File: src/rtl/led_seq_if.sv
// Configuration handshake, run control and LED status bundle for led_seq_ctrl.
// master = controlling logic / bench, slave = the sequencer.
interface led_seq_if #(
  parameter int DIV_W = 27,
  parameter int LED_W = 4
);
  logic             cfg_valid;
  logic             cfg_ready;
  logic [DIV_W-1:0] cfg_div;
  logic [1:0]       cfg_mode;
  logic [7:0]       cfg_reps;
  logic             start;
  logic             stop;
  logic             busy;
  logic             stb;
  logic             done;
  logic [LED_W-1:0] led;

  modport master (
    output cfg_valid, cfg_div, cfg_mode, cfg_reps, start, stop,
    input  cfg_ready, busy, stb, done, led
  );

  modport slave (
    input  cfg_valid, cfg_div, cfg_mode, cfg_reps, start, stop,
    output cfg_ready, busy, stb, done, led
  );
endinterface

File: src/rtl/led_seq_ctrl.sv
// Tick scheduler and LED pattern sequencer: divides clk into step strobes and
// walks the LED bank through a COUNT/SHIFT/BOUNCE/BLINK pattern for a set number of steps.
module led_seq_ctrl #(
  parameter int DIV_W   = 27,
  parameter int DEF_DIV = 100_000_000,
  parameter int LED_W   = 4
) (
  input  logic       clk,
  input  logic       rst,
  led_seq_if.slave   bus
);

  typedef enum logic {S_IDLE = 1'b0, S_RUN = 1'b1} state_t;

  localparam logic [1:0]       M_COUNT  = 2'd0;
  localparam logic [1:0]       M_SHIFT  = 2'd1;
  localparam logic [1:0]       M_BOUNCE = 2'd2;
  localparam logic [1:0]       M_BLINK  = 2'd3;
  localparam logic [DIV_W-1:0] DEF_DIV_C = DIV_W'(DEF_DIV);

  state_t           state_q, state_d;
  logic [DIV_W-1:0] div_q, div_d;
  logic [1:0]       mode_q, mode_d;
  logic [7:0]       reps_q, reps_d;
  logic [DIV_W-1:0] cnt_q, cnt_d;
  logic [7:0]       step_q, step_d;
  logic             dir_q, dir_d;
  logic [LED_W-1:0] led_q, led_d;
  logic             stb_q, stb_d;
  logic             done_q, done_d;
  logic             busy_q, busy_d;
  logic             cfg_ready_q, cfg_ready_d;
  logic [LED_W-1:0] led_nxt_s;
  logic             dir_nxt_s;

  function automatic logic [LED_W-1:0] init_led(input logic [1:0] mode);
    case (mode)
      M_SHIFT, M_BOUNCE: init_led = LED_W'(1);
      M_COUNT, M_BLINK:  init_led = '0;
      default:           init_led = '0;
    endcase
  endfunction

  // Next LED pattern and bounce direction for the current mode
  always_comb begin
    led_nxt_s = led_q;
    dir_nxt_s = dir_q;
    case (mode_q)
      M_COUNT: led_nxt_s = led_q + LED_W'(1);
      M_SHIFT: led_nxt_s = {led_q[LED_W-2:0], led_q[LED_W-1]};
      M_BOUNCE: begin
        if (!dir_q) begin
          led_nxt_s = led_q << 1;
          dir_nxt_s = led_nxt_s[LED_W-1];
        end else begin
          led_nxt_s = led_q >> 1;
          dir_nxt_s = ~led_nxt_s[0];
        end
      end
      M_BLINK: led_nxt_s = ~led_q;
      default: led_nxt_s = led_q;
    endcase
  end

  // State machine: configuration capture, run start, divider, steps and completion
  always_comb begin
    state_d = state_q;
    div_d   = div_q;
    mode_d  = mode_q;
    reps_d  = reps_q;
    cnt_d   = cnt_q;
    step_d  = step_q;
    dir_d   = dir_q;
    led_d   = led_q;
    stb_d   = 1'b0;
    done_d  = 1'b0;
    case (state_q)
      S_IDLE: begin
        if (bus.cfg_valid) begin
          div_d  = (bus.cfg_div < DIV_W'(2)) ? DIV_W'(2) : bus.cfg_div;
          mode_d = bus.cfg_mode;
          reps_d = bus.cfg_reps;
        end else begin
          div_d  = div_q;
        end
        // A coincident handshake already supplies the mode for this run
        if (bus.start) begin
          state_d = S_RUN;
          cnt_d   = '0;
          step_d  = 8'd0;
          dir_d   = 1'b0;
          led_d   = init_led(bus.cfg_valid ? bus.cfg_mode : mode_q);
        end else begin
          state_d = S_IDLE;
        end
      end
      S_RUN: begin
        if (bus.stop) begin
          state_d = S_IDLE;
          cnt_d   = '0;
        end else if (cnt_q == div_q - DIV_W'(1)) begin
          cnt_d  = '0;
          stb_d  = 1'b1;
          led_d  = led_nxt_s;
          dir_d  = dir_nxt_s;
          step_d = step_q + 8'd1;
          if ((reps_q != 8'd0) && (step_d == reps_q)) begin
            done_d  = 1'b1;
            state_d = S_IDLE;
          end else begin
            state_d = S_RUN;
          end
        end else begin
          cnt_d = cnt_q + DIV_W'(1);
        end
      end
      default: state_d = S_IDLE;
    endcase
    busy_d      = (state_d == S_RUN);
    cfg_ready_d = (state_d == S_IDLE);
  end

  // State and output registers
  always_ff @(posedge clk) begin
    if (rst) begin
      state_q     <= S_IDLE;
      div_q       <= DEF_DIV_C;
      mode_q      <= 2'd0;
      reps_q      <= 8'd0;
      cnt_q       <= '0;
      step_q      <= 8'd0;
      dir_q       <= 1'b0;
      led_q       <= '0;
      stb_q       <= 1'b0;
      done_q      <= 1'b0;
      busy_q      <= 1'b0;
      cfg_ready_q <= 1'b1;
    end else begin
      state_q     <= state_d;
      div_q       <= div_d;
      mode_q      <= mode_d;
      reps_q      <= reps_d;
      cnt_q       <= cnt_d;
      step_q      <= step_d;
      dir_q       <= dir_d;
      led_q       <= led_d;
      stb_q       <= stb_d;
      done_q      <= done_d;
      busy_q      <= busy_d;
      cfg_ready_q <= cfg_ready_d;
    end
  end

  assign bus.cfg_ready = cfg_ready_q;
  assign bus.busy      = busy_q;
  assign bus.stb       = stb_q;
  assign bus.done      = done_q;
  assign bus.led       = led_q;

endmodule
File: src/flat_wrapper.sv
// flat-port wrapper written by rule: the top's interface ports become plain ports
module led_seq_ctrl_flat 
#(
  parameter int DIV_W   = 27,
  parameter int DEF_DIV = 100_000_000,
  parameter int LED_W   = 4
)
  (clk, rst, bus_cfg_valid, bus_cfg_div, bus_cfg_mode, bus_cfg_reps, bus_start, bus_stop, bus_cfg_ready, bus_busy, bus_stb, bus_done, bus_led);
  led_seq_if #(.DIV_W(DIV_W), .LED_W(LED_W)) bus_i ();
  input  logic clk;
  input  logic rst;
  input wire logic [$bits(bus_i.cfg_valid)-1:0] bus_cfg_valid;
  input wire logic [$bits(bus_i.cfg_div)-1:0] bus_cfg_div;
  input wire logic [$bits(bus_i.cfg_mode)-1:0] bus_cfg_mode;
  input wire logic [$bits(bus_i.cfg_reps)-1:0] bus_cfg_reps;
  input wire logic [$bits(bus_i.start)-1:0] bus_start;
  input wire logic [$bits(bus_i.stop)-1:0] bus_stop;
  output wire logic [$bits(bus_i.cfg_ready)-1:0] bus_cfg_ready;
  output wire logic [$bits(bus_i.busy)-1:0] bus_busy;
  output wire logic [$bits(bus_i.stb)-1:0] bus_stb;
  output wire logic [$bits(bus_i.done)-1:0] bus_done;
  output wire logic [$bits(bus_i.led)-1:0] bus_led;
  assign bus_i.cfg_valid = bus_cfg_valid;
  assign bus_i.cfg_div = bus_cfg_div;
  assign bus_i.cfg_mode = bus_cfg_mode;
  assign bus_i.cfg_reps = bus_cfg_reps;
  assign bus_i.start = bus_start;
  assign bus_i.stop = bus_stop;
  assign bus_cfg_ready = bus_i.cfg_ready;
  assign bus_busy = bus_i.busy;
  assign bus_stb = bus_i.stb;
  assign bus_done = bus_i.done;
  assign bus_led = bus_i.led;
  led_seq_ctrl #(.DIV_W(DIV_W), .DEF_DIV(DEF_DIV), .LED_W(LED_W)) u_core (.clk(clk), .rst(rst), .bus(bus_i));
endmodule
File: config.mk
export PLATFORM = sky130hd
export DESIGN_NAME = led_seq_ctrl_flat
export DESIGN_NICKNAME = d
export VERILOG_FILES = /design/src/rtl/led_seq_if.sv /design/src/rtl/led_seq_ctrl.sv /design/src/flat_wrapper.sv
export SDC_FILE = /design/constraint.sdc
export NUM_CORES = 1
export LEC_CHECK = 0
export BUFFER_PORTS_ARGS = -buffer_cell sky130_fd_sc_hd__buf_2
export CELL_PAD_IN_SITES_DETAIL_PLACEMENT = 1
export CELL_PAD_IN_SITES_GLOBAL_PLACEMENT = 1
export CORE_ASPECT_RATIO = 1.4
export CORE_MARGIN = 1
export CORE_UTILIZATION = 48
export CTS_CLUSTER_SIZE = 28
export DETAILED_ROUTE_END_ITERATION = 10
export GPL_ROUTABILITY_DRIVEN = 0
export GPL_TIMING_DRIVEN = 0
export PLACE_DENSITY_LB_ADDON = 0.1
export SETUP_SLACK_MARGIN = 0.2
export SYNTH_ARGS = -nofsm -noshare
export SYNTH_HDL_FRONTEND = slang
export SYNTH_SLANG_ARGS = --single-unit
File: constraint.sdc
create_clock -name clk -period 7.7 [get_ports clk]
set_clock_uncertainty 0.05 [all_clocks]
set_input_delay 0.77 -clock clk [delete_from_list [all_inputs] [get_ports clk]]
set_output_delay 0.77 -clock clk [all_outputs]
set_load 0.05 [all_outputs]
==> results of run 1 <==
flip-flops by register name (all words and copies together) (netlist names):
name / count
u_core.cnt_q: 27
u_core.dir_q: 1
u_core.reps_q: 8
u_core.bus.led: 4
u_core.div_q: 27
u_core.state_q: 1
u_core.bus.cfg_ready: 1
u_core.mode_q: 2
u_core.step_q: 8
u_core.bus.done: 1
u_core.bus.stb: 1
cells in the final DEF, fill, tap and decap left out, types with 6 or more instances in the layout:
cell / count
sky130_fd_sc_hd__a21o_1: 25
sky130_fd_sc_hd__a21oi_1: 38
sky130_fd_sc_hd__and3_1: 12
sky130_fd_sc_hd__buf_2: 50
sky130_fd_sc_hd__clkbuf_1: 19
sky130_fd_sc_hd__clkbuf_16: 9
sky130_fd_sc_hd__dfxtp_1: 81
sky130_fd_sc_hd__inv_1: 9
sky130_fd_sc_hd__nand2_1: 112
sky130_fd_sc_hd__nand2b_1: 13
sky130_fd_sc_hd__nand3_1: 25
sky130_fd_sc_hd__nand3b_1: 13
sky130_fd_sc_hd__nand4_1: 8
sky130_fd_sc_hd__nor2_1: 24
sky130_fd_sc_hd__nor2b_1: 6
sky130_fd_sc_hd__nor3_1: 20
sky130_fd_sc_hd__nor3b_1: 14
sky130_fd_sc_hd__nor4_1: 22
sky130_fd_sc_hd__o21ai_0: 19
sky130_fd_sc_hd__o21ai_1: 16
sky130_fd_sc_hd__or2_2: 6
sky130_fd_sc_hd__xnor2_1: 42
sky130_fd_sc_hd__xor2_1: 24
cell families (layout without fill, tap and decap cells):
logic type / Yosys count / after routing
flops: 81 / 81
buf+inv: 37 / 100
compound gates: 128 / 128
xor+xnor: 66 / 66
simple gates: 304 / 304
mux: 3 / 3
fa+ha+maj: 4 / 4
metrics by stage:
stage	hold WS, ns	power (W)
global route	0.465	0.00111
CTS	0.438	0.00107
detailed placement	0.424	0.000618
floorplan	0.398	0.000564
finish	0.439	0.00107
global placement	0.423	0.000610
per-layer routing:
metal	track usage [%]	routed length, um	part of all wire, %	up-vias
met2	57.3	8240	54	101
met3	4.90	434	2.9	39
met4	14.7	592	3.9	0
met1	31.9	5920	39	2337
li1	-	-	-	2334
met5	0	0	0	-
cell type report:
cell class | instances | area [sq um]
multi-input combinational | 505 | 3090
fill | 1274 | 4310
sequential | 81 | 1620
clock buffer | 9 | 225
clock inverter | 6 | 83.8
buffer | 28 | 126
timing repair buffer | 48 | 240
inverter | 9 | 33.8
tap | 135 | 169
worst paths after layout:
check / cells after the start / from / slack, ns / to
worst min register to register: 2 / u_core.reps_q[4]$_SDFFE_PP0P_ / 0.44 / u_core.reps_q[4]$_SDFFE_PP0P_
worst max-delay path: 9 / u_core.div_q[2]$_SDFFE_PP0P_ / 4.12 / u_core.step_q[5]$_SDFFE_PP0P_
worst max register to register: 9 / u_core.div_q[2]$_SDFFE_PP0P_ / 4.12 / u_core.step_q[5]$_SDFFE_PP0P_
worst min-delay path: 2 / u_core.reps_q[4]$_SDFFE_PP0P_ / 0.44 / u_core.reps_q[4]$_SDFFE_PP0P_
power by group through the flow:
stage	clock, W	combinational (W)	sequential, W
after CTS	0.000463	0.000156	0.000455
after detailed placement	0	0.000154	0.000464
after floorplan	0	0.000103	0.000462
final	0.000459	0.000156	0.000455
after global placement	0	0.000148	0.000462
after global routing	0.000477	0.000171	0.000457
worst reg2reg max path: stages (launching register included):
cell                      delay (ns)
sky130_fd_sc_hd__dfxtp_1        0.38
sky130_fd_sc_hd__nor4_2         0.56
sky130_fd_sc_hd__nand2_1        0.31
sky130_fd_sc_hd__o31a_1         0.36
sky130_fd_sc_hd__a211o_1        0.28
sky130_fd_sc_hd__a31oi_1        0.29
sky130_fd_sc_hd__a21o_1         0.34
sky130_fd_sc_hd__nor3_2         0.12
sky130_fd_sc_hd__nor3_2         0.62
sky130_fd_sc_hd__a21o_1         0.22
==> metrics list, run 1 <==
- Combined area of all synthesized cells: 4870 sq um
* Placed insts: just over 800
* Count of cells resized by post-cts repair: 0
- Placement Rows: 43
- Dpl cell area: 5280 sq um
- Die Footprint: 10,600 sq um
- The worst setup path is captured at a flip-flop.
- Number of inserted diodes: 0
- 50 I/O pins were placed.
- Number of buffers and inverters on the critical path: 0
- From synthesis to final layout, the design area changed by 14.7%.
- STA puts the critical path data required time at 7.94 ns.
* Cells along the critical path: nor4_2 > nand2_1 > o31a_1 > a211o_1 > a31oi_1 > a21o_1 > nor3_2 > nor3_2 > a21o_1
- Among all flip-flop cells after synthesis, the most frequent one is sky130_fd_sc_hd__dfxtp_1.
- The flow ran to the end, and the final reports show no timing, DRC or antenna violations.
* Share of post-route cells with drive strength above 1: 12.7%
- Synth unique cells: 57
- With fillers left out, the area of the finished cells amounts to 5590 sq um.
* Synthesized Nets: 669
- Before CTS, the worst setup slack after placement is 4.14 ns.
- In this design, the stage delay of the slowest critical-path cell is 0.62 ns.
* Max-cap check violation count: 0
- Dividing the detail-routed wire length by the instance count gives 18.5 um.
- Total power divided by cell area: 191 nW/um^2
* Worst min-delay path class: reg -> reg
- Cell type contributing the most total cell area after synthesis: sky130_fd_sc_hd__dfxtp_1
- Buffers added to address setup during post-CTS repair amount to 0.
- For this run, asynchronously set or reset flops after synthesis account for 0%.
- Number of buffers inserted during clock tree synthesis: 9
* Post-synth EDFFs: 0
* Total Nets Final: 728
- The cell count after synthesis came out at 623.
* Switching Fraction: 27.6%
- The count of buffers added on input and output ports is 48.
- Chip Width: 87.2 um
* Overall die height: 121 um
- Crit-path leading delay family: simple AND/OR/NAND/NOR gates
- Detailed placement ended at an HPWL of 11.8 mm.
- Residual antenna-violating net count after detailed routing: 0
* Worst Max-Slew Pin Slew: 0.791 ns
- Summed over all cells, the static leakage comes to 2.22 nW.
* Slowest library cell on the worst path: sky130_fd_sc_hd__nor3_2
* Peak ir drop on the vdd network: 0.000114 V
- Setup violations remaining at the end of the flow were counted as 0.
- The clock network accounts for 42.9% of the total power.
- Endpoint arrival time on the critical path: between 3 and 4 ns
- Adding up every negative setup slack in the final design gives 0 ns.
- CTS placed an instance of sky130_fd_sc_hd__clkbuf_16 at the clock tree root.
* Maximum frequency from static timing analysis: 280 MHz
- In this run, the combinational gates consume 14.5% of the power.
- Dividing the detail-routed via count by the number of cells gives 5.86.
- Post-synthesis mux area share: 0.642%
- The initial utilization of the core area, before any placement, comes to 49.2%.
* Final-report hold violation count: 0
- The initial antenna violation count is 0.
* Global Route Usage Sum: 30.3%
- Setup repair after global routing left no endpoint under its margin.
- The finished layout holds 821 standard cells, fillers aside.
- In this run the tightest slew margin relative to its limit is 47.0%.
- Overflow after GRT: 0
* Tcrit/Tclk final: 46.5%
- Warning count from the yosys run: 0
- NetSw: 0.000295 W
- Of the total power, registers draw around 43%.
- TritonCTS built the clock tree.
- Number of flip-flops and latches in the synthesized netlist: 81
* Clock slew seen by the registers of the worst setup and hold paths: 0.06 ns
* Internal power component: 0.000775 W
- The first routing iteration left about 230 violations.
- Residual DRC count: 0
- Synthesized-area fraction occupied by ao, oa, aoi and oai cells: 16.4%
- Dominant combinational cell family by area after synthesis: simple AND/OR/NAND/NOR gates
- Area of the core region: 9900 sq um
- The final count of pins violating max slew is 0.
- Mean instance size in the synthesized netlist: roughly 7.8 sq um
- The via count of the first global-routing pass is about 5.1k.
- Detailed-route via count: roughly 4.8k
- The clock tree synthesis step divided the H-tree into 3 levels.
* Final wirelength: 15.2 mm
- Post-synthesis xor/xnor area fraction: a little under an eighth
* Largest net degree at the start of global routing: 14
- Final worst path period need: between 3 and 4 ns
* Synth Area in Adders: 1.03%
- Setup crit start kind: flip-flop
* Later-pin clock latency in the skew report: 0.34 ns
- Post-CTS Hold Fix Bufs: 0
- Min setup slack post-route: 4.12 ns
- First-pass iteration count of the detailed router: 4
* Post-synth top area share: 33.3%
- By instance count, the leading cell after synthesis is sky130_fd_sc_hd__nand2_1.
* Sinks on Clock Net: 81
* Synth Area in Simple Gates: 33.5%
* Largest driver fanout on the critical path: 10
- Max clock buf depth: 2
- Counting instances in the post-synthesis netlist gives the leading cell types as sky130_fd_sc_hd__nand2_1 (112), sky130_fd_sc_hd__dfxtp_1 (81), sky130_fd_sc_hd__xnor2_1 (42).
* Wire length of the first global-routing pass: 24.5 mm
- By startpoint and endpoint, the worst setup path is classified as reg -> reg.
* Sequential-to-total area share from yosys stat: 33.3%
- By area the synthesized netlist is led by sky130_fd_sc_hd__dfxtp_1 (33%), sky130_fd_sc_hd__nand2_1 (8.6%), sky130_fd_sc_hd__xnor2_1 (7.5%).
- Measured on the finished design, the core utilization comes to 56.5%.
Power figures use the tool's default switching activity.
==> inputs of run 2 (changes only) <==
--- a/config.mk
+++ b/config.mk
@@ -10,7 +10,7 @@
 export CELL_PAD_IN_SITES_GLOBAL_PLACEMENT = 1
 export CORE_ASPECT_RATIO = 1.4
 export CORE_MARGIN = 1
-export CORE_UTILIZATION = 48
+export CORE_UTILIZATION = 44
 export CTS_CLUSTER_SIZE = 28
 export DETAILED_ROUTE_END_ITERATION = 10
 export GPL_ROUTABILITY_DRIVEN = 0
==> constraint.sdc (replaced) <==
create_clock -name clk -period 3.55 [get_ports clk]
set_clock_uncertainty 0.05 [all_clocks]
set_input_delay 0.355 -clock clk [delete_from_list [all_inputs] [get_ports clk]]
set_output_delay 0.355 -clock clk [all_outputs]
set_load 0.05 [all_outputs]
==> run 2 against run 1 <==
Net effect: sequential share of layout area decreased by 0.89 points; sequential cell count unchanged; clock power increased by 94%; combinational power is 130% higher; worst hold slack worse by 0.24 ns; utilization fell by 3.0 points; routed wire length rose by 3.3%; first-iteration DRC count is 51% lower; critical path depth increased by 2; critical path type unchanged; largest cell class unchanged; largest power group is now registers.
==> metrics list, run 2 (synthesis gave the netlist of run 1 again) <==
- Along the worst path, the maximum fanout reaches 8.
- Iteration-0 DRC Markers: 111
* Detailed route wirelength on metal2: roughly 8.2 mm
- 50 I/O pins were placed.
* Core utilization of the finished layout: 53.5%
* Max-slew violation total from the final report: 0
- Maximum frequency from static timing analysis: around 300 MHz
* Half-perimeter wire length after placement: 12.1 mm
- Chip Width: between 90 and 100 um
- The net count of the finished layout is 740.
- In the final routed layout, each cell accounts on average for 18.7 um.
* Wire length of the first global-routing pass: 25.3 mm
- Tcrit/Tclk final: 93.7%
- Wires add up to 15.7 mm.
* Number of inserted diodes: 0
- After clock tree synthesis, the clock-pin slew on the worst setup and hold paths is 0.06 ns.
- From bottom edge to top edge, the die measures 127 um.
* Worst Max-Slew Pin Slew: around 0.68 ns
- Residual antenna-violating net count after detailed routing: 0
* Overflow after GRT: 0
* Global Route Usage Sum: 27.7%
* Setup crit start kind: flip-flop
- The signal on the critical path passes through nor4_4 > nand3b_1 > buf_4 > nor4_4 > mux2_2 > a31o_2 > a21o_4 > o21ai_4 > buf_6 > o21ai_1 > a21o_1.
- Detailed routing placed a total of 418 um of wire on met3.
* Worst Path Required: 3.73 ns
- Peak ir drop on the vdd network: 0.000236 V
- Count of input and output buffers: 48
- Number of buffers inserted during clock tree synthesis: 9
- In this run the core area contains 45 standard-cell rows.
- Setup violations remaining at the end of the flow were counted as 0.
- For this design the static power due to leakage is 2.31 nW.
- Aggregate negative setup slack: 0 ns
- First-pass iteration count of the detailed router: 4
* Critical path type: reg -> reg
- The run finished with clean final reports.
* Final worst path period need: 3.33 ns
- Total power divided by cell area: ~390 nW/um^2
- Layout overhead on the synthesized area: 18.6%
* Biggest registers after layout: u_core.cnt_q (27), u_core.div_q (27)
- Worst max-slew margin expressed relative to the limit: 54.8%
* Max layer used: met4
* Die Footprint: between 10,000 and 15,000 sq um
* Max-cap check violation count: 0
- Via count normalized by instance count: between 5 and 6
- The initial antenna violation count is 0.
- Counting every sink on the clock net gives 81.
- The worst hold path belongs to the class in -> reg.
- DRT met1 WL: 6.24 mm
* TritonCTS clock tree: yes
- Final-report hold violation count: 0
* Commonest cells after routing, fill and taps aside: sky130_fd_sc_hd__nand2_1 (111), sky130_fd_sc_hd__dfxtp_1 (78), sky130_fd_sc_hd__buf_2 (49)
* Later-pin clock latency in the skew report: 0.34 ns
* Commonest non-fill, non-tap cell in the layout: sky130_fd_sc_hd__nand2_1
* Share of post-route cells with drive strength above 1: 16.0%
- Count of fill cells added during filler insertion: 1,382
* CTS H-tree lvls: 3
- The critical path contains buffers and inverters numbering 2 combined.
- Crit-path leading delay family: compound AO/OA/AOI/OAI gates
- CP most frequent cell: sky130_fd_sc_hd__nor4_4
* Endpoint arrival time on the critical path: 3.50 ns
- Area of the core region: 10,800 sq um
* Longest individual stage delay on the worst path: 0.41 ns
- The via count of the first global-routing pass came to between 5k and 6k.
- Slowest library cell on the worst path: sky130_fd_sc_hd__dfxtp_1
- Entering global routing, the biggest net connects 15 pins.
- Unrepaired setup endpoints after global routing: false
- STA classifies the critical path endpoint as a flip-flop.
- CTS Root Buffer Type: sky130_fd_sc_hd__clkbuf_16
- For this block, the via count after detailed routing is roughly 4.8k.
* Max clock buf depth: 2
- Initial core utilization: 45.1%
- After detailed routing, the number of remaining DRC violations is 0.
==> run 2: final cells by class <==
class / instances / area (sq um) / share of cell area [%]
multi-input combinational: 505 / 3190 / 55.1
sequential: 81 / 1630 / 28.1
timing repair buffer: 60 / 347 / 5.99
clock buffer: 10 / 239 / 4.13
tap: 141 / 176 / 3.05
buffer: 28 / 133 / 2.29
clock inverter: 6 / 41.3 / 0.714
inverter: 9 / 33.8 / 0.584
==> run 2: metal layers <==
layer	global-route usage (%)	up-vias
li1	-	2363
met5	0	-
met2	52.6	93
met4	13.1	0
met1	30.1	2350
met3	3.66	41
==> run 2: timing repair <==
action                                  in CTS  in global routing
endpoints found under the setup margin      39                 40
pin swaps                                    5                  5
buffers inserted                             4                  6
resized for setup                            6                 20
hold buffers                                 0                  0
cloned                                       0                  2
==> run 2: worst paths after layout <==
| check | from | endpoint | slack, ns | depth (start not counted) |
|---|---|---|---|---|
| max | u_core.div_q[8]$_SDFFE_PP1P_ | u_core.cnt_q[15]$_SDFFE_PP0P_ | 0.22 | 11 |
| min | bus_cfg_div[18] | u_core.div_q[18]$_SDFFE_PP1P_ | 0.20 | 3 |
| max reg2reg | u_core.div_q[8]$_SDFFE_PP1P_ | u_core.cnt_q[15]$_SDFFE_PP0P_ | 0.22 | 11 |
| min reg2reg | u_core.reps_q[4]$_SDFFE_PP0P_ | u_core.reps_q[4]$_SDFFE_PP0P_ | 0.43 | 2 |
==> run 2: power by group <==
group	switching [W]	leakage, nW	internal [W]
combinational	0.000219	1.50	0.000142
sequential	0.0000475	0.662	0.000941
clock	0.000398	0.143	0.000494
total	0.000664	2.31	0.00158
==> run 2: metrics by stage <==
stage	total power [W]	instance area (sq um)	hold WS [ns]	instances	setup WS, ns
global route	0.00233	5780	0.203	840	0.127
detailed placement	0.00134	5290	0.429	812	-0.248
floorplan	0.00122	4870	0.398	623	0.595
CTS	0.00224	5650	0.194	832	0.215
finish	0.00224	5780	0.197	840	0.222
global placement	0.00133	5290	0.422	812	-0.159
==> run 2: worst reg2reg max path, stage by stage, from the launching register on <==
cell and delay [ns]:
sky130_fd_sc_hd__dfxtp_1 0.41, sky130_fd_sc_hd__nor4_4 0.38, sky130_fd_sc_hd__nand3b_1 0.23, sky130_fd_sc_hd__buf_4 0.20, sky130_fd_sc_hd__nor4_4 0.27, sky130_fd_sc_hd__mux2_2 0.39, sky130_fd_sc_hd__a31o_2 0.26, sky130_fd_sc_hd__a21o_4 0.26
sky130_fd_sc_hd__o21ai_4 0.30, sky130_fd_sc_hd__buf_6 0.19, sky130_fd_sc_hd__o21ai_1 0.08, sky130_fd_sc_hd__a21o_1 0.20
